<file path="src/rtl/ring_seq_pkg.sv">
// Shared types and constants for the ring scene sequencer: FSM states,
// scene count and phase step sizes.
package ring_seq_pkg;

  typedef enum logic {
    RUN   = 1'b0,
    TRANS = 1'b1
  } state_t;

  localparam int NUM_SCENES = 4;
  localparam int SCENE_W    = $clog2(NUM_SCENES);

  localparam logic [1:0] STEP_SLOW = 2'd1;
  localparam logic [1:0] STEP_FAST = 2'd2;

  function automatic logic [SCENE_W-1:0] next_scene(input logic [SCENE_W-1:0] s);
    return (int'(s) == NUM_SCENES - 1) ? '0 : s + SCENE_W'(1);
  endfunction

endpackage

</file>
<file path="src/rtl/ring_scene_sequencer_btn_debounce.sv">
// Pushbutton conditioning: 2-flop synchronizer, frame-rate debounce and a
// single-cycle press pulse on each accepted 0->1 level change.
module btn_debounce #(
  parameter int DEB_FRAMES = 4
) (
  input  logic clk,
  input  logic reset,
  input  logic frame_start,
  input  logic btn,
  output logic press
);

  localparam logic [3:0] DEB_LAST = 4'(DEB_FRAMES - 1);

  logic       sync_a;
  logic       sync_b;
  logic       level;
  logic [3:0] cnt;

  // cnt counts consecutive frame samples that disagree with the accepted level
  always_ff @(posedge clk) begin
    if (reset) begin
      sync_a <= 1'b0;
      sync_b <= 1'b0;
      level  <= 1'b0;
      cnt    <= '0;
      press  <= 1'b0;
    end else begin
      sync_a <= btn;
      sync_b <= sync_a;
      press  <= 1'b0;
      if (frame_start) begin
        if (sync_b == level) begin
          cnt <= '0;
        end else if (cnt == DEB_LAST) begin
          level <= sync_b;
          cnt   <= '0;
          press <= sync_b;
        end else begin
          cnt <= cnt + 4'd1;
        end
      end
    end
  end

endmodule

</file>
<file path="src/rtl/ring_scene_sequencer.sv">
// Frame-synchronous scene sequencer for the ring animation: advances the
// animation phase, and fades between scenes on a button press or dwell timeout.
module ring_scene_sequencer
  import ring_seq_pkg::*;
#(
  parameter int DWELL_FRAMES = 240,
  parameter int DEB_FRAMES   = 4,
  parameter int FADE_FRAMES  = 16
) (
  input  logic       clk,
  input  logic       reset,
  input  logic       frame_start,
  input  logic       btn_next,
  input  logic       auto_en,
  input  logic       pause,
  input  logic       speed,
  input  logic       dir_sw,
  output logic [7:0] anim_offset,
  output logic       direction,
  output logic [1:0] scene,
  output logic [1:0] dim,
  output logic       busy
);

  localparam int                FADE_W     = $clog2(FADE_FRAMES);
  localparam logic [FADE_W-1:0] FADE_LAST  = FADE_W'(FADE_FRAMES - 1);
  localparam logic [8:0]        DWELL_LAST = 9'(DWELL_FRAMES - 1);

  state_t             state;
  state_t             state_next;
  logic [9:0]         phase;
  logic [8:0]         dwell;
  logic [FADE_W-1:0]  fade_cnt;
  logic [SCENE_W-1:0] scene_q;
  logic [1:0]         step;
  logic               next_req;
  logic               auto_req;
  logic               adv_req;
  logic               fade_done;

  btn_debounce #(
    .DEB_FRAMES(DEB_FRAMES)
  ) u_btn (
    .clk        (clk),
    .reset      (reset),
    .frame_start(frame_start),
    .btn        (btn_next),
    .press      (next_req)
  );

  assign step      = speed ? STEP_FAST : STEP_SLOW;
  assign auto_req  = auto_en && !pause && frame_start && (state == RUN) && (dwell == DWELL_LAST);
  assign adv_req   = next_req || auto_req;
  assign fade_done = frame_start && (fade_cnt == FADE_LAST);

  always_ff @(posedge clk) begin
    if (reset) state <= RUN;
    else       state <= state_next;
  end

  // Requests arriving while a fade is running are simply dropped.
  always_comb begin
    state_next = state;
    case (state)
      RUN:     if (adv_req)   state_next = TRANS;
      TRANS:   if (fade_done) state_next = RUN;
      default: state_next = RUN;
    endcase
  end

  always_comb begin
    busy = 1'b0;
    dim  = 2'd0;
    if (state == TRANS) begin
      busy = 1'b1;
      dim  = fade_cnt[FADE_W-1 -: 2];
    end
  end

  // A frame that also triggers a transition still advances phase; dwell then clears.
  always_ff @(posedge clk) begin
    if (reset) begin
      phase    <= '0;
      dwell    <= '0;
      fade_cnt <= '0;
      scene_q  <= '0;
    end else begin
      case (state)
        RUN: begin
          if (frame_start && !pause) begin
            phase <= phase + {8'd0, step};
            if (auto_en) dwell <= dwell + 9'd1;
          end
          if (adv_req) begin
            dwell    <= '0;
            fade_cnt <= '0;
          end
        end
        TRANS: begin
          if (fade_done) begin
            fade_cnt <= '0;
            dwell    <= '0;
            scene_q  <= next_scene(scene_q);
          end else if (frame_start) begin
            fade_cnt <= fade_cnt + FADE_W'(1);
          end
        end
        default: ;
      endcase
    end
  end

  assign anim_offset = {phase[6:0], 1'b0};
  assign scene       = scene_q;
  assign direction   = dir_sw ^ scene_q[0];

endmodule

</file>
<file path="config.mk">
export PLATFORM = sky130hd
export DESIGN_NAME = ring_scene_sequencer
export DESIGN_NICKNAME = d
export VERILOG_FILES = /design/src/rtl/ring_seq_pkg.sv /design/src/rtl/ring_scene_sequencer_btn_debounce.sv /design/src/rtl/ring_scene_sequencer.sv
export SDC_FILE = /design/constraint.sdc
export NUM_CORES = 1
export LEC_CHECK = 0
export BUFFER_PORTS_ARGS = -buffer_cell sky130_fd_sc_hd__buf_2
export CORE_ASPECT_RATIO = 2
export CORE_MARGIN = 10
export CORE_UTILIZATION = 43
export DETAILED_ROUTE_END_ITERATION = 12
export GPL_TIMING_DRIVEN = 0
export PLACE_DENSITY = 0.63
export SLEW_MARGIN = 20
export SYNTH_ARGS = -nofsm -noshare
export SYNTH_HDL_FRONTEND = slang
export SYNTH_SLANG_ARGS = --single-unit
</file>
<file path="constraint.sdc">
create_clock -name clk -period 3.7 [get_ports clk]
set_clock_uncertainty 0.05 [all_clocks]
set_input_delay 0.74 -clock clk [delete_from_list [all_inputs] [get_ports clk]]
set_output_delay 0.74 -clock clk [all_outputs]
set_load 0.005 [all_outputs]
</file>
Word-level counts from Yosys, hierarchy flattened
Cells that the tools add are included.

word-level totals
  bits in registers = 34
  output and inout bits = 14

operators by class
  add/subtract/negate cells = 5
  eq/ne operators = 10
  muxes and demuxes = 18
  bitwise gates (word level) = 5
  reduce and logical (&&, ||, !) cells = 14

operators by type and width
  cell                                                                     count
  9-bit two-way mux                                                        4
  4-bit two-way mux                                                        5
  9-bit one-hot mux with 2 select lines                                    1
  10-bit by 2-bit adder with 10-bit output                                 1
  9-bit by 1-bit adder with 9-bit output, second input constant            1
  9-bit by 8-bit equality test with 1-bit output, second input constant    1
  4-bit by 1-bit adder with 4-bit output, second input constant            2
  4-bit one-hot mux with 2 select lines                                    1
  1-bit logical AND                                                        6
  2-bit two-way mux                                                        3
  3-bit by 2-bit inequality test with 1-bit output, second input constant  2
  2-bit AND reduction                                                      3
  3-bit AND reduction                                                      2
  4-bit by 2-bit equality test with 1-bit output, second input constant    1
  4-bit equality test, second input constant                               1
  1-bit inverter                                                           4
  4-bit OR reduction                                                       1
  1-bit two-way mux                                                        3
  3-bit inequality test, second input constant                             1
  2-bit by 1-bit adder with 2-bit output, second input constant            1
  2-bit by 1-bit equality test with 1-bit output, second input constant    1
  2-bit by 1-bit inequality test with 1-bit output, second input constant  1
  2-bit inequality test, second input constant                             1
  1-bit one-hot mux with 2 select lines                                    1
  4 further kinds                                                          4

Depth between registers and ports, before layout
  word-level depth = 8
  gate-level depth with buffers = 8

Hierarchy
From an unflattened synthesis, not the netlist that was laid out.

second synthesis, totals
  cell total of the unflattened synthesis = 175
  area total of the unflattened synthesis = 1580.3 um^2

modules (own cells, without submodules)
  module                instances  cells each  area each (um^2)  sequential area each (um^2)
  ring_scene_sequencer  1          140         1234.9            460.4
  btn_debounce          1          35          345.3             160.2

Least setup slack after synthesis
Ideal clock, no wire load.

  path type = in2reg
  start = input speed
  end = register phase[6]
  library setup time = 0.128 ns
  arrival time = 2.002 ns
  path slack = 1.520 ns
  stages = 8
  buffers on the path = 0
  cell sequence = inv_1 ha_1 inv_1 fa_1 nor4b_4 nand4_1 xor2_1 nor2_1

on the way
  cells in the longest elaborated chain, start to end = 2

RTL lines
  what                                      line                        source
  start, declared                           ring_scene_sequencer.sv:16  input logic speed,
  2-bit two-way mux                         ring_scene_sequencer.sv:51  assign step = speed ? STEP_FAST : STEP_SLOW;
  10-bit by 2-bit adder with 10-bit output  ring_scene_sequencer.sv:91  phase <= phase + {8'd0, step};
  end signal, assigned                      ring_scene_sequencer.sv:91
  end, declared                             ring_scene_sequencer.sv:31  logic [9:0] phase;

No other way between the ends.
A chain may end at the register's enable or synchronous reset.

Worst setup path after layout
Same ends and word-level chain as after synthesis.

==> flow_metrics.py <==
metrics = {
    "timing": {
        "worstMarginPinSlew_ns": 0.517,
        "tns_ns": 0,
        "max_freq_mhz": 456,
        "drv_slew": 0,
        "rsz0062_at_grt": "false",
        "period_share_pct": 59.2,
        "fin_ws_ns": 1.51,
        "relSlewSlack_pct": 65.5,
        "fin_crit_ns": 2.19,
        "finalSetupViolCount": 0,
        "hold_viol_final": 0,
    },
    "placed_design": {
        "port_buffers": 20,
        "dp_cells": 264,
        "gp_congestion": 0.844,
        "place_hpwl_mm": 3.08,
        "place_ws_ns": 1.20,
    },
    "synth": {
        "yosys.area.top_type": "dfxtp_1",
        "synthesis.nets": 208,
        "ys_types": 50,
        "avgSynthCellArea_um2": 8.91,
        "synth.yosys.seq_area_share_pct": 36.1,
        "ys.warnings.count": 0,
        "synth_top_area_share_pct": 36.1,
        "synth-async-reset-ratio_pct": 0,
        "synth_cells": 193,
        "post-synth-top-count-cell": "dfxtp_1",
        "syn_area_um2": 1720,
        "synth_ff_type": "dfxtp_1",
        "ys_seq_elements": 31,
        "synth_edf_count": 0,
        "synth.area.top_cells": "dfxtp_1 (36%), nand4_1 (5.1%), ha_1 (4.4%), nand3_1 (4.4%), nand2_1 (3.3%)",
        "yosys-top-cells-count": "dfxtp_1 (31), nand2_1 (15), nand3_1 (15), nor2_1 (15), nand4_1 (14)",
    },
    "cts": {
        "numCtsBuffers": 5,
        "htree_levels": 2,
        "cts_resized": 0,
        "cts.hold.buffers_added": 0,
        "clkSinkCount": 31,
        "clkTransAtPathRegs_ns": 0.06,
        "clockBufferDepth": 2,
        "clockRootBuffer": "clkbuf_8",
        "clock_latency_ns": 0.28,
        "postCtsSetupRepairBufs": 0,
        "cts_tree": "built",
    },
    "floorplanning": {
        "die_area_um2": 7080,
        "die_y_um": 109,
        "die_w_um": 64.7,
        "start_util_pct": 44.7,
        "row_count": 32,
        "core_um2": 3840,
        "io_pins": 22,
    },
    "global_routing": {
        "grtUsageTotal_pct": 11.7,
        "grt_pass1_wl_mm": 6.65,
        "grt_pass1_vias": 1442,
        "grt_max_degree": 11,
        "overflow": 0,
        "antenna_found_initial": 0,
    },
    "hold_path": {
        "hold_path.class": "flop to flop",
        "min-delay-start": "u_btn.sync_a",
        "holdPathStages": 1,
        "whs_endpoint": "u_btn.sync_b",
    },
    "worst_setup_path": {
        "worstSetupPathType": "input port to flop",
        "required_ns": 3.80,
        "worstSetupStartpointType": "input port",
        "r2r_end": "phase[6]",
        "arrival_ns": 2.29,
        "reg2reg_from": "phase[0]",
        "crit_path_end_kind": "flop",
        "rrSetupSlack_ns": 1.84,
        "reg2reg_depth": 7,
        "path_max_fanout": 3,
    },
    "final_layout": {
        "layout.nets": 235,
        "area_delta_synth_final_pct": 13.8,
        "diodes": 0,
        "fillers": 404,
        "final_layout_size_suffix_gt1_share_pct": 19.2,
        "layoutNonFillerInstCount": 270,
    },
    "pwr": {
        "leakagePower_nw": 0.789,
        "ir_drop_mv": 0.184,
        "powerDensity_nw_per_um2": 321,
    },
    "outcome": {
        "run_status": "finished clean",
    },
    "detailed_routing": {
        "drt_iter0_drc": 75,
        "avgViaCountPerCell": 5.53,
        "antenna_left": 0,
        "vias": 1493,
        "post-route-drc-count": 0,
        "first_pass_iters": 5,
        "wire_per_inst_um": 14.8,
        "wirelength_mm": 3.99,
    },
    "job": {
        "maxCapViolCount": 0,
    },
}
-- layout make-up --
class / instances / area, um2 / share of cell area (%)
Buffer: 11 / 65.1 / 3.33
Tap cell: 51 / 63.8 / 3.26
Multi-Input combinational cell: 148 / 1020 / 52.3
Clock buffer: 6 / 72.6 / 3.71
Inverter: 3 / 11.3 / 0.576
Timing Repair Buffer: 20 / 100 / 5.12
Sequential cell: 31 / 621 / 31.7
-- worst max path at each step --
| stage | startpoint | endpoint | slack, ns | depth (start not counted) |
|---|---|---|---|---|
| 6_report | speed | phase[6] | 1.51 | 9 |
| 3_3_place_gp | speed | phase[6] | 1.22 | 9 |
| 2_1_floorplan | speed | phase[6] | 1.52 | 8 |
| 3_5_place_dp | speed | phase[6] | 1.20 | 9 |
| 5_1_grt | speed | phase[6] | 1.39 | 9 |
| 4_1_cts | speed | phase[6] | 1.48 | 9 |
-- metrics by stage --
stage | area, um2 | hold slack [ns] | total power [W] | utilization (%)
2_1_floorplan | 1720 | 0.364 | 0.000375 | -
3_3_place_gp | 1880 | 0.371 | 0.000391 | 49.0
3_5_place_dp | 1880 | 0.373 | 0.000391 | 49.0
4_1_cts | 1960 | 0.388 | 0.000635 | 50.9
5_1_grt | 1960 | 0.400 | 0.000653 | 50.9
6_report | 1960 | 0.384 | 0.000627 | 50.9
-- sequential cells by signal (all words and copies together), names as in the netlist --
signal and cells:
scene 2, u_btn.press 1, u_btn.cnt 4, u_btn.sync_b 1, phase 7, state 1
dwell 9, fade_cnt 4, u_btn.level 1, u_btn.sync_a 1
-- power by group --
part           total [W]  switching (W)  leakage, nW  internal [W]
registers       0.000341     0.00000349        0.251      0.000338
logic          0.0000423      0.0000245        0.501     0.0000178
clock network   0.000243       0.000118       0.0371      0.000125
-- worst max-delay path, cell delays in order --
cell and delay [ns]:
buf_2 0.11, inv_1 0.10, ha_1 0.19, inv_1 0.06, fa_1 0.41, nor4b_4 0.30, nand4_1 0.18, xor2_1 0.17
nor2_1 0.05
-- metal layers --
metal	vias up	GRT usage (%)	routed length (um)
li1	761	-	-
met1	686	11.8	1600
met2	39	20.6	2120
met3	7	3.67	191
met4	0	6.46	82
met5	-	0	0
-- cell usage in the layout (no fill, tap or decap), drive strengths merged --
| cell type | Yosys | layout |
|---|---|---|
| inv | 3 | 3 |
| or3 | 3 | 3 |
| clkbuf | 5 | 11 |
| o22ai | 1 | 1 |
| nor3 | 2 | 2 |
| nand4 | 15 | 15 |
| a21o | 1 | 1 |
| and3b | 2 | 2 |
| a22oi | 1 | 1 |
| xnor2 | 2 | 2 |
| a311oi | 2 | 2 |
| nand2b | 2 | 2 |
| o211ai | 3 | 3 |
| nor2 | 16 | 16 |
| a32oi | 1 | 1 |
| nand2 | 16 | 16 |
| mux2i | 4 | 4 |
| nand3 | 15 | 15 |
| nand3b | 1 | 1 |
| buf | 6 | 26 |
| nor3b | 2 | 2 |
| nor4b | 2 | 2 |
| a21oi | 9 | 9 |
| and3 | 3 | 3 |
| a211oi | 2 | 2 |
| a31oi | 5 | 5 |
| and2 | 6 | 6 |
| and2b | 1 | 1 |
| ha | 6 | 6 |
| and4b | 2 | 2 |
| xor2 | 6 | 6 |
| nor2b | 6 | 6 |
| conb | 1 | 1 |
| and4 | 1 | 1 |
| dfxtp | 31 | 31 |
| o21ai | 4 | 4 |
| a21boi | 1 | 1 |
| fa | 1 | 1 |
| nand4b | 3 | 3 |
-- cell families after synthesis --
| kind of cell | Yosys count | share of synthesized area [%] |
|---|---|---|
| buffers and inverters | 14 | 4.44 |
| AOI/OAI and AO/OA | 30 | 12.2 |
| adders and majority gates | 7 | 5.53 |
| DFF | 31 | 36.1 |
| xor gates and xnor gates | 8 | 4.08 |
| muxes | 4 | 2.33 |
| other | 1 | 0.218 |
| and+or+nand+nor | 98 | 35.2 |
No activity file was read; power rests on OpenSTA's default activity.
